## src/rtl/alu_sequencer_pkg.sv

```systemverilog
// Shared definitions for the ALU issue sequencer: opcode set, flag bit positions,
// FSM encoding, condition codes and the latched request record.
package alu_sequencer_pkg;

   localparam int SEQ_NREGS = 8;
   localparam int SEQ_W     = 16;
   localparam int SEQ_AW    = 3;
   localparam int OPC_W     = 5;
   localparam int FLAG_W    = 4;

   localparam logic [OPC_W-1:0] OP_NOP = 5'd0;
   localparam logic [OPC_W-1:0] OP_ADD = 5'd1;
   localparam logic [OPC_W-1:0] OP_SUB = 5'd2;
   localparam logic [OPC_W-1:0] OP_AND = 5'd3;
   localparam logic [OPC_W-1:0] OP_OR  = 5'd4;
   localparam logic [OPC_W-1:0] OP_XOR = 5'd5;
   localparam logic [OPC_W-1:0] OP_NOT = 5'd6;
   localparam logic [OPC_W-1:0] OP_SHL = 5'd7;
   localparam logic [OPC_W-1:0] OP_SHR = 5'd8;
   localparam logic [OPC_W-1:0] OP_MUL = 5'd9;
   localparam logic [OPC_W-1:0] OP_DIV = 5'd10;
   localparam logic [OPC_W-1:0] OP_CMP = 5'd11;
   localparam logic [OPC_W-1:0] OP_TST = 5'd12;
   localparam logic [OPC_W-1:0] OP_MOV = 5'd13;
   localparam logic [OPC_W-1:0] OP_INC = 5'd14;
   localparam logic [OPC_W-1:0] OP_DEC = 5'd15;
   localparam logic [OPC_W-1:0] OP_LAST = OP_DEC;

   localparam int FLAG_Z = 3;
   localparam int FLAG_N = 2;
   localparam int FLAG_C = 1;
   localparam int FLAG_O = 0;

   typedef enum logic [1:0] {
      ST_IDLE = 2'd0,
      ST_READ = 2'd1,
      ST_EXEC = 2'd2,
      ST_WB   = 2'd3
   } seq_state_e;

   typedef enum logic [2:0] {
      CC_EQ = 3'd0,
      CC_NE = 3'd1,
      CC_MI = 3'd2,
      CC_PL = 3'd3,
      CC_CS = 3'd4,
      CC_CC = 3'd5,
      CC_VS = 3'd6,
      CC_AL = 3'd7
   } cond_e;

   typedef struct packed {
      logic [OPC_W-1:0]  opcode;
      logic [SEQ_AW-1:0] rd;
      logic [SEQ_AW-1:0] ra;
      logic [SEQ_AW-1:0] rb;
      logic              imm_sel;
      logic [SEQ_W-1:0]  imm;
   } seq_req_t;

   // Anything outside the shared set behaves as NOP.
   function automatic logic op_known(input logic [OPC_W-1:0] op);
      return op <= OP_LAST;
   endfunction

   function automatic logic op_writes_rd(input logic [OPC_W-1:0] op);
      return op_known(op) && op != OP_NOP && op != OP_CMP && op != OP_TST;
   endfunction

   function automatic logic op_writes_flags(input logic [OPC_W-1:0] op);
      return op_known(op) && op != OP_NOP && op != OP_TST;
   endfunction

   function automatic logic cond_eval(input cond_e cc, input logic [FLAG_W-1:0] f);
      logic r;
      r = 1'b1;
      case (cc)
         CC_EQ: r = f[FLAG_Z];
         CC_NE: r = !f[FLAG_Z];
         CC_MI: r = f[FLAG_N];
         CC_PL: r = !f[FLAG_N];
         CC_CS: r = f[FLAG_C];
         CC_CC: r = !f[FLAG_C];
         CC_VS: r = f[FLAG_O];
         default: r = 1'b1;
      endcase
      return r;
   endfunction

endpackage

```

## src/rtl/alu_sequencer_if.sv

```systemverilog
// Request channel from the control unit into the ALU sequencer (valid/ready plus fields).
interface alu_sequencer_if;
   import alu_sequencer_pkg::*;

   logic                  req_valid;
   logic                  req_ready;
   logic [OPC_W-1:0]      req_opcode;
   logic [SEQ_AW-1:0]     req_rd;
   logic [SEQ_AW-1:0]     req_ra;
   logic [SEQ_AW-1:0]     req_rb;
   logic                  req_imm_sel;
   logic [SEQ_W-1:0]      req_imm;

   modport master (
      output req_valid, req_opcode, req_rd, req_ra, req_rb, req_imm_sel, req_imm,
      input  req_ready
   );

   modport slave (
      input  req_valid, req_opcode, req_rd, req_ra, req_rb, req_imm_sel, req_imm,
      output req_ready
   );
endinterface

```

## src/rtl/alu_seq_regfile.sv

```systemverilog
// 8x16 register file: one synchronous write port, two operand read ports and a
// debug read port, all reads combinational; synchronous reset clears every entry.
module alu_seq_regfile #(
   parameter int NREGS = 8,
   parameter int W     = 16,
   parameter int AW    = 3
) (
   input  logic          clk,
   input  logic          rst,
   input  logic          we,
   input  logic [AW-1:0] waddr,
   input  logic [W-1:0]  wdata,
   input  logic [AW-1:0] a_addr,
   output logic [W-1:0]  a_data,
   input  logic [AW-1:0] b_addr,
   output logic [W-1:0]  b_data,
   input  logic [AW-1:0] dbg_addr,
   output logic [W-1:0]  dbg_data
);

   logic [NREGS-1:0][W-1:0] mem;

   always_ff @(posedge clk) begin
      if (rst) begin
         mem <= '0;
      end else if (we) begin
         mem[waddr] <= wdata;
      end
   end

   assign a_data   = mem[a_addr];
   assign b_data   = mem[b_addr];
   assign dbg_data = mem[dbg_addr];

endmodule

```

## src/rtl/alu_sequencer.sv

```systemverilog
// Four-state issue controller for the external combinational ALU.
// Optional ALU_SEQ_COND_EN adds cond_sel/cond_true condition evaluation on flags_q.
module alu_sequencer
   import alu_sequencer_pkg::*;
#(
   parameter int NREGS = SEQ_NREGS,
   parameter int W     = SEQ_W,
   parameter int AW    = $clog2(NREGS)
) (
   input  logic                clk,
   input  logic                rst,
   alu_sequencer_if.slave      req,
   output logic                busy,
   output logic                done,
   output logic [FLAG_W-1:0]   flags_q,
   output logic [W-1:0]        alu_a,
   output logic [W-1:0]        alu_b,
   output logic [OPC_W-1:0]    alu_opcode,
   output logic                alu_enable,
   input  logic [W-1:0]        alu_result,
   input  logic [FLAG_W-1:0]   alu_flags,
   input  logic [AW-1:0]       dbg_addr,
   output logic [W-1:0]        dbg_data
`ifdef ALU_SEQ_COND_EN
   ,
   input  logic [2:0]          cond_sel,
   output logic                cond_true
`endif
);

   seq_state_e        state_q, state_d;
   seq_req_t          req_q;
   logic [W-1:0]      res_q;
   logic [FLAG_W-1:0] cap_flags_q;
   logic [W-1:0]      a_data, b_data;
   logic              accept;
   logic              rf_we;
   logic              ready;

   alu_seq_regfile #(
      .NREGS (NREGS),
      .W     (W),
      .AW    (AW)
   ) u_rf (
      .clk      (clk),
      .rst      (rst),
      .we       (rf_we),
      .waddr    (req_q.rd),
      .wdata    (res_q),
      .a_addr   (req_q.ra),
      .a_data   (a_data),
      .b_addr   (req_q.rb),
      .b_data   (b_data),
      .dbg_addr (dbg_addr),
      .dbg_data (dbg_data)
   );

   always_ff @(posedge clk) begin
      if (rst) begin
         state_q     <= ST_IDLE;
         req_q       <= '0;
         alu_a       <= '0;
         alu_b       <= '0;
         alu_opcode  <= '0;
         res_q       <= '0;
         cap_flags_q <= '0;
         flags_q     <= '0;
      end else begin
         state_q <= state_d;
         if (accept) begin
            req_q <= '{opcode:  req.req_opcode,
                       rd:      req.req_rd,
                       ra:      req.req_ra,
                       rb:      req.req_rb,
                       imm_sel: req.req_imm_sel,
                       imm:     req.req_imm};
         end
         if (state_q == ST_READ) begin
            alu_a      <= a_data;
            alu_b      <= req_q.imm_sel ? req_q.imm : b_data;
            alu_opcode <= req_q.opcode;
         end
         // ALU outputs are stable one cycle after the operand registers load.
         if (state_q == ST_EXEC) begin
            res_q       <= alu_result;
            cap_flags_q <= alu_flags;
         end
         if (state_q == ST_WB && op_writes_flags(req_q.opcode)) begin
            flags_q <= cap_flags_q;
         end
      end
   end

   always_comb begin
      state_d    = state_q;
      ready      = 1'b0;
      busy       = 1'b1;
      done       = 1'b0;
      alu_enable = 1'b0;
      accept     = 1'b0;
      rf_we      = 1'b0;
      case (state_q)
         ST_IDLE: begin
            ready = 1'b1;
            busy  = 1'b0;
            if (req.req_valid) begin
               accept  = 1'b1;
               state_d = ST_READ;
            end
         end
         ST_READ: begin
            alu_enable = 1'b1;
            state_d    = ST_EXEC;
         end
         ST_EXEC: begin
            alu_enable = 1'b1;
            state_d    = ST_WB;
         end
         ST_WB: begin
            done    = 1'b1;
            rf_we   = op_writes_rd(req_q.opcode);
            state_d = ST_IDLE;
         end
         default: state_d = ST_IDLE;
      endcase
   end

   assign req.req_ready = ready;

`ifdef ALU_SEQ_COND_EN
   assign cond_true = cond_eval(cond_e'(cond_sel), flags_q);
`endif

endmodule

```

## src/flat_wrapper.sv

```systemverilog
// flat-port wrapper written by rule: the top's interface ports become plain ports
module alu_sequencer_flat import alu_sequencer_pkg::*;
#(
   parameter int NREGS = SEQ_NREGS,
   parameter int W     = SEQ_W,
   parameter int AW    = $clog2(NREGS)
)
  (clk, rst, busy, done, flags_q, alu_a, alu_b, alu_opcode, alu_enable, alu_result, alu_flags, dbg_addr, dbg_data, req_req_valid, req_req_opcode, req_req_rd, req_req_ra, req_req_rb, req_req_imm_sel, req_req_imm, req_req_ready);
  alu_sequencer_if req_i ();
  input  logic clk;
  input  logic rst;
  output logic busy;
  output logic done;
  output logic [FLAG_W-1:0] flags_q;
  output logic [W-1:0] alu_a;
  output logic [W-1:0] alu_b;
  output logic [OPC_W-1:0] alu_opcode;
  output logic alu_enable;
  input  logic [W-1:0] alu_result;
  input  logic [FLAG_W-1:0] alu_flags;
  input  logic [AW-1:0] dbg_addr;
  output logic [W-1:0] dbg_data;
  input wire logic [$bits(req_i.req_valid)-1:0] req_req_valid;
  input wire logic [$bits(req_i.req_opcode)-1:0] req_req_opcode;
  input wire logic [$bits(req_i.req_rd)-1:0] req_req_rd;
  input wire logic [$bits(req_i.req_ra)-1:0] req_req_ra;
  input wire logic [$bits(req_i.req_rb)-1:0] req_req_rb;
  input wire logic [$bits(req_i.req_imm_sel)-1:0] req_req_imm_sel;
  input wire logic [$bits(req_i.req_imm)-1:0] req_req_imm;
  output wire logic [$bits(req_i.req_ready)-1:0] req_req_ready;
  assign req_i.req_valid = req_req_valid;
  assign req_i.req_opcode = req_req_opcode;
  assign req_i.req_rd = req_req_rd;
  assign req_i.req_ra = req_req_ra;
  assign req_i.req_rb = req_req_rb;
  assign req_i.req_imm_sel = req_req_imm_sel;
  assign req_i.req_imm = req_req_imm;
  assign req_req_ready = req_i.req_ready;
  alu_sequencer #(.NREGS(NREGS), .W(W), .AW(AW)) u_core (.clk(clk), .rst(rst), .req(req_i), .busy(busy), .done(done), .flags_q(flags_q), .alu_a(alu_a), .alu_b(alu_b), .alu_opcode(alu_opcode), .alu_enable(alu_enable), .alu_result(alu_result), .alu_flags(alu_flags), .dbg_addr(dbg_addr), .dbg_data(dbg_data));
endmodule
```

## config.mk

```make
export PLATFORM = sky130hd
export DESIGN_NAME = alu_sequencer_flat
export DESIGN_NICKNAME = d
export VERILOG_FILES = /design/src/rtl/alu_sequencer_pkg.sv /design/src/rtl/alu_sequencer_if.sv /design/src/rtl/alu_seq_regfile.sv /design/src/rtl/alu_sequencer.sv /design/src/flat_wrapper.sv
export SDC_FILE = /design/constraint.sdc
export NUM_CORES = 1
export LEC_CHECK = 0
export BUFFER_PORTS_ARGS = -buffer_cell sky130_fd_sc_hd__buf_2
export CAP_MARGIN = 20
export CORE_MARGIN = 2
export CORE_UTILIZATION = 35
export DETAILED_ROUTE_END_ITERATION = 12
export GPL_ROUTABILITY_DRIVEN = 0
export PLACE_DENSITY_LB_ADDON = 0.3
export SKIP_CTS_REPAIR_TIMING = 1
export SLEW_MARGIN = 40
export SYNTH_ARGS = -nofsm -noshare
export SYNTH_HDL_FRONTEND = slang
export SYNTH_SLANG_ARGS = --single-unit
```

## constraint.sdc

```tcl
create_clock -name clk -period 2.2 [get_ports clk]
set_input_delay 0.44 -clock clk [delete_from_list [all_inputs] [get_ports clk]]
set_output_delay 0.44 -clock clk [all_outputs]
set_load 0.02 [all_outputs]
```

# ---- After elaboration in Yosys (flattened, before gate mapping)
# Cells that the tools add are included.
dict set report totals {
  word_cells 61
  in_bits 57
  ff_bits 222
}
dict set report op_classes {
  n_eq_ne 6
  n_reduce_logical 9
  n_mux 19
  order_cmp 6
}
# operator count
set op_table {}
lappend op_table {{16-bit binary-select mux with 3-bit select} 3}
lappend op_table {{128-bit bitwise mux} 1}
lappend op_table {{16-bit 2-to-1 mux} 5}
lappend op_table {{16-bit demux with 3-bit select} 1}
lappend op_table {{3-bit by 4-bit < comparator with 1-bit output, second input constant} 4}
lappend op_table {{5-bit by 4-bit inequality test with 1-bit output, second input constant} 2}
lappend op_table {{2-bit one-hot mux with 4 select lines} 1}
lappend op_table {{1-bit 2-to-1 mux} 7}
lappend op_table {{1-bit logical AND} 6}
lappend op_table {{5-bit by 4-bit less-or-equal comparator with 1-bit output, second input constant} 1}
lappend op_table {{5-bit nonzero test} 1}
lappend op_table {{2-bit == test, second input constant} 2}
lappend op_table {{3-bit by 1-bit greater-or-equal comparator with 1-bit output, second input constant} 1}
lappend op_table {{2-bit by 1-bit == test with 1-bit output, second input constant} 1}
lappend op_table {{2-bit logical NOT} 1}
lappend op_table {{2-bit 2-to-1 mux} 1}
lappend op_table {{2-bit inequality test, second input constant} 1}
lappend op_table {{2-bit OR reduction} 1}

# ---- Depth between registers and ports, before layout
# Gate-level depths: netlist of run 1.
dict set report depth {
  word_depth 5
  depth_mapped 7
}

# ---- Cells and area by module
# From an unflattened synthesis of run 1, not the netlist that was laid out.
dict set report unflattened {
  cells_unflattened 1153
  area_unflattened_um2 11463.5
}
# mod seq_area_each_um2 instances cells_each area_each_um2
set modules_own_cells {}
lappend modules_own_cells {alu_seq_regfile 2562.5 1 763 7835.0}
lappend modules_own_cells {alu_sequencer 1881.8 1 390 3628.5}

# ---- Worst setup path before layout of run 1
# Ideal clock, no wire load.
dict set report synth_path {
  path_type {input-to-output}
  startpoint {in dbg_addr[0]}
  endpoint {out dbg_data[0]}
  setup_slack_ns -0.041
  required_ns 1.760
  n_path_buf 2
  cell_stages 4
  t_arrival_ns 1.801
  path_cell_list {clkbuf_1 -> buf_2 -> mux4_2 -> mux2_2}
}
dict set report synth_via {
  elab_chain_len 2
}
# item line_no
set synth_rtl {}
lappend synth_rtl {{start, declared} flat_wrapper.sv:21} ;# input logic [AW-1:0] dbg_addr;
lappend synth_rtl {{16-bit binary-select mux with 3-bit select} alu_seq_regfile.sv:33} ;# assign dbg_data = mem[dbg_addr];
lappend synth_rtl {{16-bit 2-to-1 mux (implied by the code)} alu_seq_regfile.sv:33}
lappend synth_rtl {{end, declared} flat_wrapper.sv:22} ;# output logic [W-1:0] dbg_data;
# Every way passes these cells. The select of a mux whose other input is x is not followed.

# ---- Worst setup path in the final report of run 1
dict set report layout_path {
  startpoint {reg u_core.u_rf.mem[46] (netlist name)}
  endpoint {out dbg_data[14]}
}
dict set report layout_via {
  elab_chain_len 2
}
# item line_no
set layout_rtl {}
lappend layout_rtl {{start, declared} alu_seq_regfile.sv:21} ;# logic [NREGS-1:0][W-1:0] mem;
lappend layout_rtl {{start signal, assigned by index} alu_seq_regfile.sv:27} ;# mem[waddr] <= wdata;
lappend layout_rtl {{16-bit binary-select mux with 3-bit select} alu_seq_regfile.sv:33}
lappend layout_rtl {{16-bit 2-to-1 mux (implied by the code)} alu_seq_regfile.sv:33}
# Every way passes these cells. The select of a mux whose other input is x is not followed.

==> results of run 1 <==
## per-stage QoR
| step | hold WS, ps | setup WS, ps |
|---|---|---|
| 2_1_floorplan | 437 | -40.6 |
| 3_3_place_gp | 444 | -7.28 |
| 3_5_place_dp | 449 | -13.9 |
| 4_1_cts | 111 | -89.8 |
| 5_1_grt | 122 | -63.9 |
| 6_report | 130 | -44.0 |
## routing by layer
layer | global-route usage, % | part of all wire, % | vias to the layer above
met5 | 0 | 0 | -
met4 | 6.72 | 3.5 | 0
met3 | 2.26 | 4.5 | 69
met2 | 32.8 | 49 | 208
met1 | 24.4 | 43 | 4301
li1 | - | - | 4073
## flip-flops by register name (all words and copies together) (netlist names)
name / count
u_core.u_rf.mem: 128
u_core.cap_flags_q: 4
u_core.res_q: 16
u_core.alu_a: 16
u_core.alu_opcode: 5
u_core.state_q: 2
u_core.alu_b: 16
u_core.flags_q: 4
u_core.req_q: 31
## layout make-up
| class | instances | share of cell area (%) |
|---|---|---|
| clock inverter | 12 | 1.03 |
| timing repair buffer | 181 | 10.6 |
| tap | 402 | 3.62 |
| multi-input combinational | 755 | 46.5 |
| sequential | 222 | 32.7 |
| inverter | 3 | 0.0809 |
| clock buffer | 37 | 5.49 |
## power groups by stage
stage                     clock network, W  logic [W]  registers (W)
final                              0.00454    0.00334        0.00468
after global routing               0.00480    0.00361        0.00473
after CTS                          0.00464    0.00336        0.00468
after detailed placement                 0    0.00335        0.00477
after global placement                   0    0.00331        0.00476
after floorplan                          0    0.00201        0.00489
## worst min-delay path by stage
stage	end	slack, ps	cells past startpoint
global route	u_core.cap_flags_q[0]	120	3
finish	u_core.res_q[9]	130	3
detailed placement	u_core.req_q[14]	450	2
global placement	u_core.req_q[1]	440	2
floorplan	u_core.req_q[0]	440	2
CTS	u_core.res_q[14]	110	3
## synth_stat cells, drive strengths merged
cell	count
o21ai	1
nand4	4
clkbuf	58
or3	1
nor2b	20
mux2i	221
nor2	52
a211oi	1
nor4	1
inv	3
buf	44
nor3	17
nand3	4
xnor2	1
mux4	64
ha	4
and3	1
and2	3
and4	2
dfxtp	222
a21oi	49
mux2	16
a22oi	32
and4b	1
o22ai	32
a31oi	1
nand2	81
nand2b	146
## worst max-delay path, stage by stage, from the launching register on
cell and delay (ps):
sky130_fd_sc_hd__dfxtp_1 350, sky130_fd_sc_hd__mux4_2 460, sky130_fd_sc_hd__mux2_4 310, sky130_fd_sc_hd__buf_6 140
## layout by cell type, fill, tap and decap left out, types with 2 or more instances in the layout
master / count
sky130_fd_sc_hd__nor2_1: 52
sky130_fd_sc_hd__clkinv_2: 6
sky130_fd_sc_hd__buf_6: 18
sky130_fd_sc_hd__clkbuf_8: 5
sky130_fd_sc_hd__and4_1: 2
sky130_fd_sc_hd__o22ai_1: 32
sky130_fd_sc_hd__mux2i_1: 221
sky130_fd_sc_hd__nand4_4: 2
sky130_fd_sc_hd__buf_12: 19
sky130_fd_sc_hd__ha_1: 3
sky130_fd_sc_hd__a21oi_1: 49
sky130_fd_sc_hd__clkbuf_16: 30
sky130_fd_sc_hd__clkbuf_1: 5
sky130_fd_sc_hd__nor2b_1: 20
sky130_fd_sc_hd__nand3_2: 4
sky130_fd_sc_hd__dfxtp_2: 76
sky130_fd_sc_hd__nand2_1: 81
sky130_fd_sc_hd__a22oi_1: 32
sky130_fd_sc_hd__bufinv_16: 3
sky130_fd_sc_hd__dfxtp_4: 4
sky130_fd_sc_hd__buf_2: 99
sky130_fd_sc_hd__nor3_1: 16
sky130_fd_sc_hd__and2_1: 3
sky130_fd_sc_hd__inv_1: 3
sky130_fd_sc_hd__nand2b_1: 146
sky130_fd_sc_hd__mux2_4: 16
sky130_fd_sc_hd__mux4_2: 64
sky130_fd_sc_hd__buf_4: 42
sky130_fd_sc_hd__dfxtp_1: 142
## cells by family (layout without fill, tap and decap cells)
logic type / Yosys count / in the layout / synth area share, %
fa+ha+maj: 4 / 4 / 0.442
xor+xnor: 1 / 1 / 0.0774
compound gates: 116 / 116 / 6.36
buf+inv: 105 / 233 / 4.10
simple gates: 333 / 333 / 15.9
flops: 222 / 222 / 39.3
mux: 301 / 301 / 33.9
==> run summary, run 1 <==
• run status: complete, but fails checks
• violations in the final reports: negative setup slack
• hold path startpoint: alu_result[9]
• nets: 1,251
• area taken by multi-input logic gates: 0.00647 mm2
• ANT nets after route: 0
• GRT Residual Overflow: 0
• post-detail-place hpwl: 20.9 mm
• non-filler cells, final: 1,612
• first drt pass iteration count: 6
• Max Cap Viol: 0
• Hold Fails Final Rpt: 0
• Slew headroom: 57.9%
• area growth from synthesis to layout: 23.0%
• horizontal die dimension: 184 um
• global-route wire length before repair: 49.7 mm
• pin count of the biggest net entering global routing: 41
• Seq. cell area: 0.00455 mm2
• Setup TNS Final: -108 ps
• H-tree depth reported by CTS: 1
• final setup slack of the worst path: -44.0 ps
• detailed-route via count: 8,651
• Max FO, Critical Path: 4
• post-synthesis instance area: 0.0113 mm2
• Final setup viols: 5
• placement-stage cell area: 0.0125 mm2
• Cells after Synth: 1,082
• number of DRC violations after detailed routing: 0
• timing startpoint of the critical path: u_core.u_rf.mem[46]
• Reg2Reg Depth: 6
• destination of the critical timing path: dbg_data[14]
• full die area: 0.0338 mm2
• sequential area share after synthesis: 39.3%
• endpoint of the lowest-slack register-to-register path: u_core.u_rf.mem[69]
• maximum clock frequency: 0.446 GHz
• clock tree skew after final layout: 18.5 ps
• post-synth top area share: 39.3%
• endpoint kind of the worst setup timing path: output port
• average instance area after synthesis: 10.5 um2
• number of nets in the synthesized netlist: 1,143
• startpoint of the worst register-to-register path: u_core.state_q[0]
• share of total power in sequential cells: 37.2%
• via count of the first global-routing pass: 8,583
• Synth Register Bits: 222
• die boundary height: 184 um
• leakage power: 5.81 nW
• unrepaired setup endpoints after global routing: true
• dominant cells by area after synthesis: sky130_fd_sc_hd__dfxtp_1, sky130_fd_sc_hd__mux2i_1, sky130_fd_sc_hd__mux4_2
• CTS Root Cell: sky130_fd_sc_hd__clkbuf_16
• path category of the worst min-delay check: input pin to flop
• clock tree from TritonCTS: done
• worst IR drop on VDD: 0.535 mV
• Sw Ratio: 33.0%
• global router's overall resource usage: 19.0%
• number of buffers on the longest clock path: 3
• pin slew with the least headroom to its limit: 631 ps
• total power of the final layout: 0.0126 W
• area leader, netlist: sky130_fd_sc_hd__dfxtp_1
• share of the cycle needed by the critical path after routing: 102%
• net load switching power: 0.00414 W
• arrival time at the worst endpoint: 1800 ps
• Port Buffers: 117
• required time of the critical path: 1760 ps
• Fillers: 2,998
• power density of the placed cells: 903 mW/mm2
• Clock Sinks: 222
• worst setup slack for register-to-register paths: 290 ps
• Core Footprint: 0.0317 mm2
• cts bufs inserted: 27
• combinational fraction of design power: 26.6%
• post-synth cell types: 34
• fin crit period: 2240 ps
• Final Routed Wirelength: 32.9 mm
• DR iter-0 viols: 672
• starting density of the core: 35.7%
• initial antenna violation count: 0
• number of antenna diodes: 0
• Site Rows: 65
• Clock Latency Late Sink: 540 ps
• final core occ: 43.9%
• fin area: 0.0139 mm2
• WL/cell: 20.4 um
• share of layout cells above drive strength 1: 32.6%
• post-DR vias/cell: 5.37
• clock network fraction of total power: 36.2%
• number of cells in the design after placement: 1,542
• number of top-level design ports: 118
• post-CTS clock slew at the launch and capture registers of the worst setup and hold paths: 60 ps
• class of the most critical setup path: flop to output port
• warning count from the yosys run: 0
• max-slew violation count: 0
• Power Internal: 0.00842 W
• sort of element at the start of the critical path: flop
(Power assumes the default switching activity.)
==> inputs of run 2 (changes only) <==
- CORE_UTILIZATION: 35 -> 50
==> run 2 against run 1 <==
Compared with the run above: the run still ends with negative setup slack left; maximum frequency hardly changed; register-to-register slack worse by 140 ps; clock power is 15% lower; cell area is 4.1% lower; final cell count is 8.3% lower; critical path type unchanged; core utilization is 16 points higher; sequential power hardly changed; total power is 5.8% lower; clock skew is 8.2 ps lower; die area is 29% lower.
==> run summary, run 2 (same netlist as run 1, synthesis figures left out) <==
• pin count of the biggest net entering global routing: 37, was 41
• Slowest-stage cell, CP: sky130_fd_sc_hd__mux4_2, unchanged
• largest registers: u_core.u_rf.mem (128), u_core.req_q (31), unchanged
• share of the cycle needed by the critical path after routing: 102%, about the same
• number of DRC violations after detailed routing: 0, unchanged
• post-detail-place hpwl: 20.3 mm, was 20.9 mm
• slowest cell delay on critical path: 470 ps, was 460 ps
• leading cell type in the layout, fill and taps excluded: sky130_fd_sc_hd__mux2i_1, unchanged
• endpoint of the lowest-slack register-to-register path: u_core.u_rf.mem[106], was u_core.u_rf.mem[69]
• CP bufs+invs: 1, unchanged
• die boundary height: 154 um, was 184 um
• path category of the worst min-delay check: input pin to flop, unchanged
• share of layout cells above drive strength 1: 31.3%, was 32.6%
• timing startpoint of the critical path: u_core.u_rf.mem[126], was u_core.u_rf.mem[46]
• Max FO, Critical Path: 4, unchanged
• Largest Register: u_core.u_rf.mem, unchanged
• global-route wire length before repair: 47.4 mm, was 49.7 mm
• flip-flop count of the largest register, all copies and words added: 128, unchanged
• Power Internal: 0.00784 W, was 0.00842 W
• CTS Root Cell: sky130_fd_sc_hd__clkbuf_16, unchanged
• maximum clock frequency: 0.446 GHz, about the same
• area taken by multi-input logic gates: 0.00643 mm2, was 0.00647 mm2
• power density of the placed cells: 886 mW/mm2, was 903 mW/mm2
• worst IR drop on VDD: 0.511 mV, was 0.535 mV
• Worst path top cell family by delay: multiplexers, unchanged
• cts bufs inserted: 25, was 27
• via count of the first global-routing pass: 8,609, was 8,583
• non-filler cells, final: 1,479, was 1,612
• Clock Latency Late Sink: 510 ps, was 540 ps
• max-slew violation count: 0, unchanged
• number of antenna diodes: 0, unchanged
• area growth from synthesis to layout: 17.9%, was 23.0%
• Slew headroom: 54.3%, was 57.9%
• Fillers: 1,904, was 2,998
• clock tree from TritonCTS: done, unchanged
• post-CTS clock slew at the launch and capture registers of the worst setup and hold paths: 60 ps, about the same
• worst hold path stage count: 3, unchanged
• clock network fraction of total power: 32.7%, was 36.2%
• total power of the final layout: 0.0118 W, was 0.0126 W
• Max Cap Viol: 0, unchanged
• Core Footprint: 0.0224 mm2, was 0.0317 mm2
• post-DR vias/cell: 5.82, was 5.37
• initial antenna violation count: 0, unchanged
• unrepaired setup endpoints after global routing: true, unchanged
• final core occ: 59.5%, was 43.9%
• required time of the critical path: 1760 ps, about the same
• worst setup slack for register-to-register paths: 150 ps, was 290 ps
• combinational fraction of design power: 27.6%, was 26.6%
• Seq. cell area: 0.00455 mm2, about the same
• Worst Setup Slack post-DPL: -38.3 ps, was -13.9 ps
• fin crit period: 2240 ps, about the same
• leakage power: 5.58 nW, was 5.81 nW
• arrival time at the worst endpoint: 1800 ps, about the same
• global router's overall resource usage: 25.0%, was 19.0%
• net load switching power: 0.00399 W, was 0.00414 W
• starting density of the core: 50.4%, was 35.7%
• horizontal die dimension: 154 um, was 184 um
• end of the worst hold path: u_core.req_q[14], was u_core.res_q[9]
• nets: 1,238, was 1,251
• ANT nets after route: 0, unchanged
• GRT Residual Overflow: 0, unchanged
• commonest cells after routing, fill and taps aside: sky130_fd_sc_hd__mux2i_1, sky130_fd_sc_hd__nand2b_1, sky130_fd_sc_hd__dfxtp_1, sky130_fd_sc_hd__buf_2, sky130_fd_sc_hd__nand2_1, unchanged
• DR iter-0 viols: 590, was 672
• H-tree depth reported by CTS: 1, unchanged
• Hold Fails Final Rpt: 0, unchanged
• ordered cell list for the critical path: mux4_2, mux2_2, buf_2, was mux4_2, mux2_4, buf_6
• Site Rows: 55, was 65
• full die area: 0.0238 mm2, was 0.0338 mm2
• Final Routed Wirelength: 30.5 mm, was 32.9 mm
• sort of element at the start of the critical path: flop, unchanged
• number of top-level design ports: 118, unchanged
• WL/cell: 20.6 um, was 20.4 um
• class of the most critical setup path: flop to output port, unchanged
• Port Buffers: 117, unchanged
• clock tree skew after final layout: 10.3 ps, was 18.5 ps
• final setup slack of the worst path: -44.1 ps, was -44.0 ps
• endpoint kind of the worst setup timing path: output port, unchanged
• hold path startpoint: req_req_imm[14], was alu_result[9]
• number of cells in the design after placement: 1,430, was 1,542
• Reg2Reg Depth: 5, was 6
• detailed-route via count: 8,613, was 8,651
• run status: complete, but fails checks, unchanged
• total number of cells along the worst setup path: 3, unchanged
• first drt pass iteration count: 4, was 6
• violations in the final reports: negative setup slack, unchanged
• number of buffers on the longest clock path: 3, unchanged
• Clock Sinks: 222, unchanged
• startpoint of the worst register-to-register path: u_core.state_q[0], unchanged
• share of total power in sequential cells: 39.7%, was 37.2%
• Final setup viols: 2, was 5
• Sw Ratio: 33.8%, was 33.0%
• pin slew with the least headroom to its limit: 685 ps, was 631 ps
-- run 2: changes by cell type in the layout (fill, tap and decap cells not counted), sizes merged --
cell / previous run / this run
clkinv: 6 / 7
clkinvlp: 1 / 2
inv: 5 / 3
clkbuf: 40 / 36
bufinv: 3 / 0
buf: 178 / 169
-- run 2: through the flow --
step	hold WS, ps	area, um2	setup TNS [ps]
floorplan	437	11300	-650
global placement	445	12300	-45.9
global route	155	13300	-254
CTS	149	13100	-488
detailed placement	447	12300	-248
finish	157	13300	-67.4
-- run 2: final cells by class --
class | instances | share of cell area, %
clock buffers | 35 | 5.19
flip-flops and latches | 222 | 34.1
repair buffers | 170 | 9.31
clock inverters | 9 | 0.459
well taps | 285 | 2.67
inverters | 3 | 0.0844
multi-input cells | 755 | 48.2
-- run 2: how the worst max path moves through the flow --
stage	end	slack (ps)
global route	dbg_data[14]	-60
CTS	dbg_data[15]	-50
detailed placement	dbg_data[15]	-40
global placement	dbg_data[13]	-10
finish	dbg_data[14]	-40
floorplan	dbg_data[0]	-40
-- run 2: per-layer routing --
metal / track usage, % / up-vias / share of wire (%)
met5: 0 / - / 0
met4: 8.95 / 0 / 3.8
met1: 32.4 / 4300 / 43
met3: 3.67 / 56 / 4.4
li1: - / 4043 / -
met2: 42.8 / 214 / 49
-- run 2: power groups by stage --
stage          sequential [W]  clock [W]  combinational [W]
2_1_floorplan         0.00489          0            0.00201
3_3_place_gp          0.00477          0            0.00321
3_5_place_dp          0.00478          0            0.00324
4_1_cts               0.00470    0.00392            0.00326
5_1_grt               0.00474    0.00408            0.00353
6_report              0.00470    0.00387            0.00327
-- run 2: worst register-to-register path: stages (launching register included) --
cell and delay, ps:
sky130_fd_sc_hd__dfxtp_1 400, sky130_fd_sc_hd__ha_1 210, sky130_fd_sc_hd__nand2b_1 150, sky130_fd_sc_hd__nor2_2 350, sky130_fd_sc_hd__nand4_4 520, sky130_fd_sc_hd__mux2i_1 340
==> inputs of run 3 (changes only) <==
- PLACE_DENSITY: unset -> 0.75
- PLACE_DENSITY_LB_ADDON: 0.3 -> unset
==> run 3 against run 2 <==
Compared with the run above: via count increased by 3.7%; clock skew rose by 6.3 ps; the flow still finishes with violations (negative setup slack); cell area grew 2.1%; final cell count rose by 0.74%; clock power is 17% higher; flip-flop and latch count unchanged; die area did not move; largest power group unchanged; critical path type unchanged; highest routed layer unchanged; non-clock buffer count increased by 10.
==> run summary, run 3 (same netlist as run 1, synthesis figures left out) <==
• global router's overall resource usage: 25.3%, was 25.0%
• via count of the first global-routing pass: 8,797, was 8,609
• Sw Ratio: 32.4%, was 33.8%
• H-tree depth reported by CTS: 1, unchanged
• share of layout cells above drive strength 1: 32.9%, was 31.3%
• path category of the worst min-delay check: input pin to flop, unchanged
• horizontal die dimension: 154 um, unchanged
• power density of the placed cells: 918 mW/mm2, was 886 mW/mm2
• number of cells in the design after placement: 1,432, was 1,430
• endpoint kind of the worst setup timing path: output port, unchanged
• sort of element at the start of the critical path: flop, unchanged
• required time of the critical path: 1760 ps, about the same
• startpoint of the worst register-to-register path: u_core.state_q[0], unchanged
• share of total power in sequential cells: 37.5%, was 39.7%
• post-CTS clock slew at the launch and capture registers of the worst setup and hold paths: 60 ps, about the same
• violations in the final reports: negative setup slack, unchanged
• class of the most critical setup path: flop to output port, unchanged
• Port Buffers: 117, unchanged
• run status: complete, but fails checks, unchanged
• DR iter-0 viols: 713, was 590
• number of top-level design ports: 118, unchanged
• starting density of the core: 50.4%, unchanged
• combinational fraction of design power: 26.3%, was 27.6%
• non-filler cells, final: 1,490, was 1,479
• die boundary height: 154 um, unchanged
• worst hold path stage count: 3, unchanged
• Max FO, Critical Path: 4, unchanged
• leakage power: 5.74 nW, was 5.58 nW
• arrival time at the worst endpoint: 1780 ps, was 1800 ps
• cts bufs inserted: 25, unchanged
• Final Routed Wirelength: 31.0 mm, was 30.5 mm
• endpoint of the lowest-slack register-to-register path: u_core.u_rf.mem[107], was u_core.u_rf.mem[106]
• commonest cells after routing, fill and taps aside: sky130_fd_sc_hd__mux2i_1, sky130_fd_sc_hd__nand2b_1, sky130_fd_sc_hd__dfxtp_1, sky130_fd_sc_hd__buf_2, sky130_fd_sc_hd__nand2_1, unchanged
• number of antenna diodes: 0, unchanged
• final setup slack of the worst path: -21.0 ps, was -44.1 ps
• timing startpoint of the critical path: u_core.u_rf.mem[57], was u_core.u_rf.mem[126]
• initial antenna violation count: 0, unchanged
• GRT Residual Overflow: 0, unchanged
• clock network fraction of total power: 36.2%, was 32.7%
• total power of the final layout: 0.0125 W, was 0.0118 W
• number of DRC violations after detailed routing: 0, unchanged
• worst hold-check slack: 146 ps, was 157 ps
• global-route wire length before repair: 48.0 mm, was 47.4 mm
• number of buffers on the longest clock path: 3, unchanged
• Slew headroom: 56.9%, was 54.3%
• ANT nets after route: 0, unchanged
• unrepaired setup endpoints after global routing: true, unchanged
• CTS Root Cell: sky130_fd_sc_hd__clkbuf_16, unchanged
• maximum clock frequency: 0.450 GHz, was 0.446 GHz
• max-slew violation count: 0, unchanged
• Power Internal: 0.00845 W, was 0.00784 W
• final core occ: 60.7%, was 59.5%
• pin slew with the least headroom to its limit: 647 ps, was 685 ps
• worst setup slack for register-to-register paths: 200 ps, was 150 ps
• Clock Sinks: 222, unchanged
• clock tree skew after final layout: 16.6 ps, was 10.3 ps
• worst IR drop on VDD: 0.539 mV, was 0.511 mV
• Site Rows: 55, unchanged
• Largest Register: u_core.u_rf.mem, unchanged
• destination of the critical timing path: dbg_data[9], was dbg_data[14]
• WL/cell: 20.8 um, was 20.6 um
• Core Footprint: 0.0224 mm2, unchanged
• pin count of the biggest net entering global routing: 35, was 37
• Setup TNS Final: -37.8 ps, was -67.4 ps
• Max Cap Viol: 0, unchanged
• full die area: 0.0238 mm2, unchanged
• Final setup viols: 2, unchanged
• fin crit period: 2220 ps, was 2240 ps
• nets: 1,248, was 1,238
• first drt pass iteration count: 5, was 4
• share of the cycle needed by the critical path after routing: 101%, was 102%
• Hold Fails Final Rpt: 0, unchanged
• leading cell type in the layout, fill and taps excluded: sky130_fd_sc_hd__mux2i_1, unchanged
• flip-flop count of the largest register, all copies and words added: 128, unchanged
• post-detail-place hpwl: 20.3 mm, about the same
• post-DR vias/cell: 5.99, was 5.82
• clock tree from TritonCTS: done, unchanged
• detailed-route via count: 8,928, was 8,613
• area growth from synthesis to layout: 20.4%, was 17.9%
• net load switching power: 0.00405 W, was 0.00399 W
• largest registers: u_core.u_rf.mem (128), u_core.req_q (31), unchanged
• Reg2Reg Depth: 5, unchanged
• Clock Latency Late Sink: 530 ps, was 510 ps
## run 3: how the worst min path moves through the flow
stage / start / endpoint
4_1_cts: alu_flags[2] / u_core.cap_flags_q[2]
2_1_floorplan: u_core.req_q[0] / u_core.req_q[0]
6_report: alu_result[7] / u_core.res_q[7]
3_5_place_dp: u_core.req_q[9] / u_core.req_q[9]
3_3_place_gp: u_core.req_q[4] / u_core.req_q[4]
5_1_grt: alu_result[7] / u_core.res_q[7]
## run 3: final cells by class
cell class                 instances  area, um2
inverter                           3       11.3
tap                              285        357
timing repair buffer             180       1330
sequential                       222       4570
clock buffer                      33        696
clock inverter                    12        198
fill                            1858       8810
multi-input combinational        755       6460
## run 3: routing by layer
layer | global-route usage (%) | share of wire (%) | wire length [um] | up-vias
li1 | - | - | - | 4067
met1 | 32.0 | 41 | 12600 | 4444
met2 | 43.7 | 49 | 15100 | 348
met3 | 3.84 | 7.3 | 2250 | 69
met4 | 9.57 | 3.4 | 1060 | 0
met5 | 0 | 0 | 0 | -
## run 3: critical path, cell delays in order (launching register included)
cell	delay, ps
sky130_fd_sc_hd__dfxtp_4	360
sky130_fd_sc_hd__mux4_2	480
sky130_fd_sc_hd__mux2_4	290
sky130_fd_sc_hd__buf_6	130
## run 3: power groups by stage
| stage | sequential [W] | clock, W | combinational [W] |
|---|---|---|---|
| floorplan | 0.00489 | 0 | 0.00201 |
| finish | 0.00469 | 0.00453 | 0.00329 |
| detailed placement | 0.00478 | 0 | 0.00326 |
| global route | 0.00473 | 0.00475 | 0.00353 |
| CTS | 0.00469 | 0.00459 | 0.00327 |
| global placement | 0.00476 | 0 | 0.00321 |
## run 3: metrics by stage
| stage | setup slack [ps] | cell area, um2 |
|---|---|---|
| after floorplan | -40.6 | 11300 |
| after global placement | 11.0 | 12300 |
| after detailed placement | -14.4 | 12300 |
| after CTS | -59.7 | 13200 |
| after global routing | -55.8 | 13600 |
| final | -21.0 | 13600 |
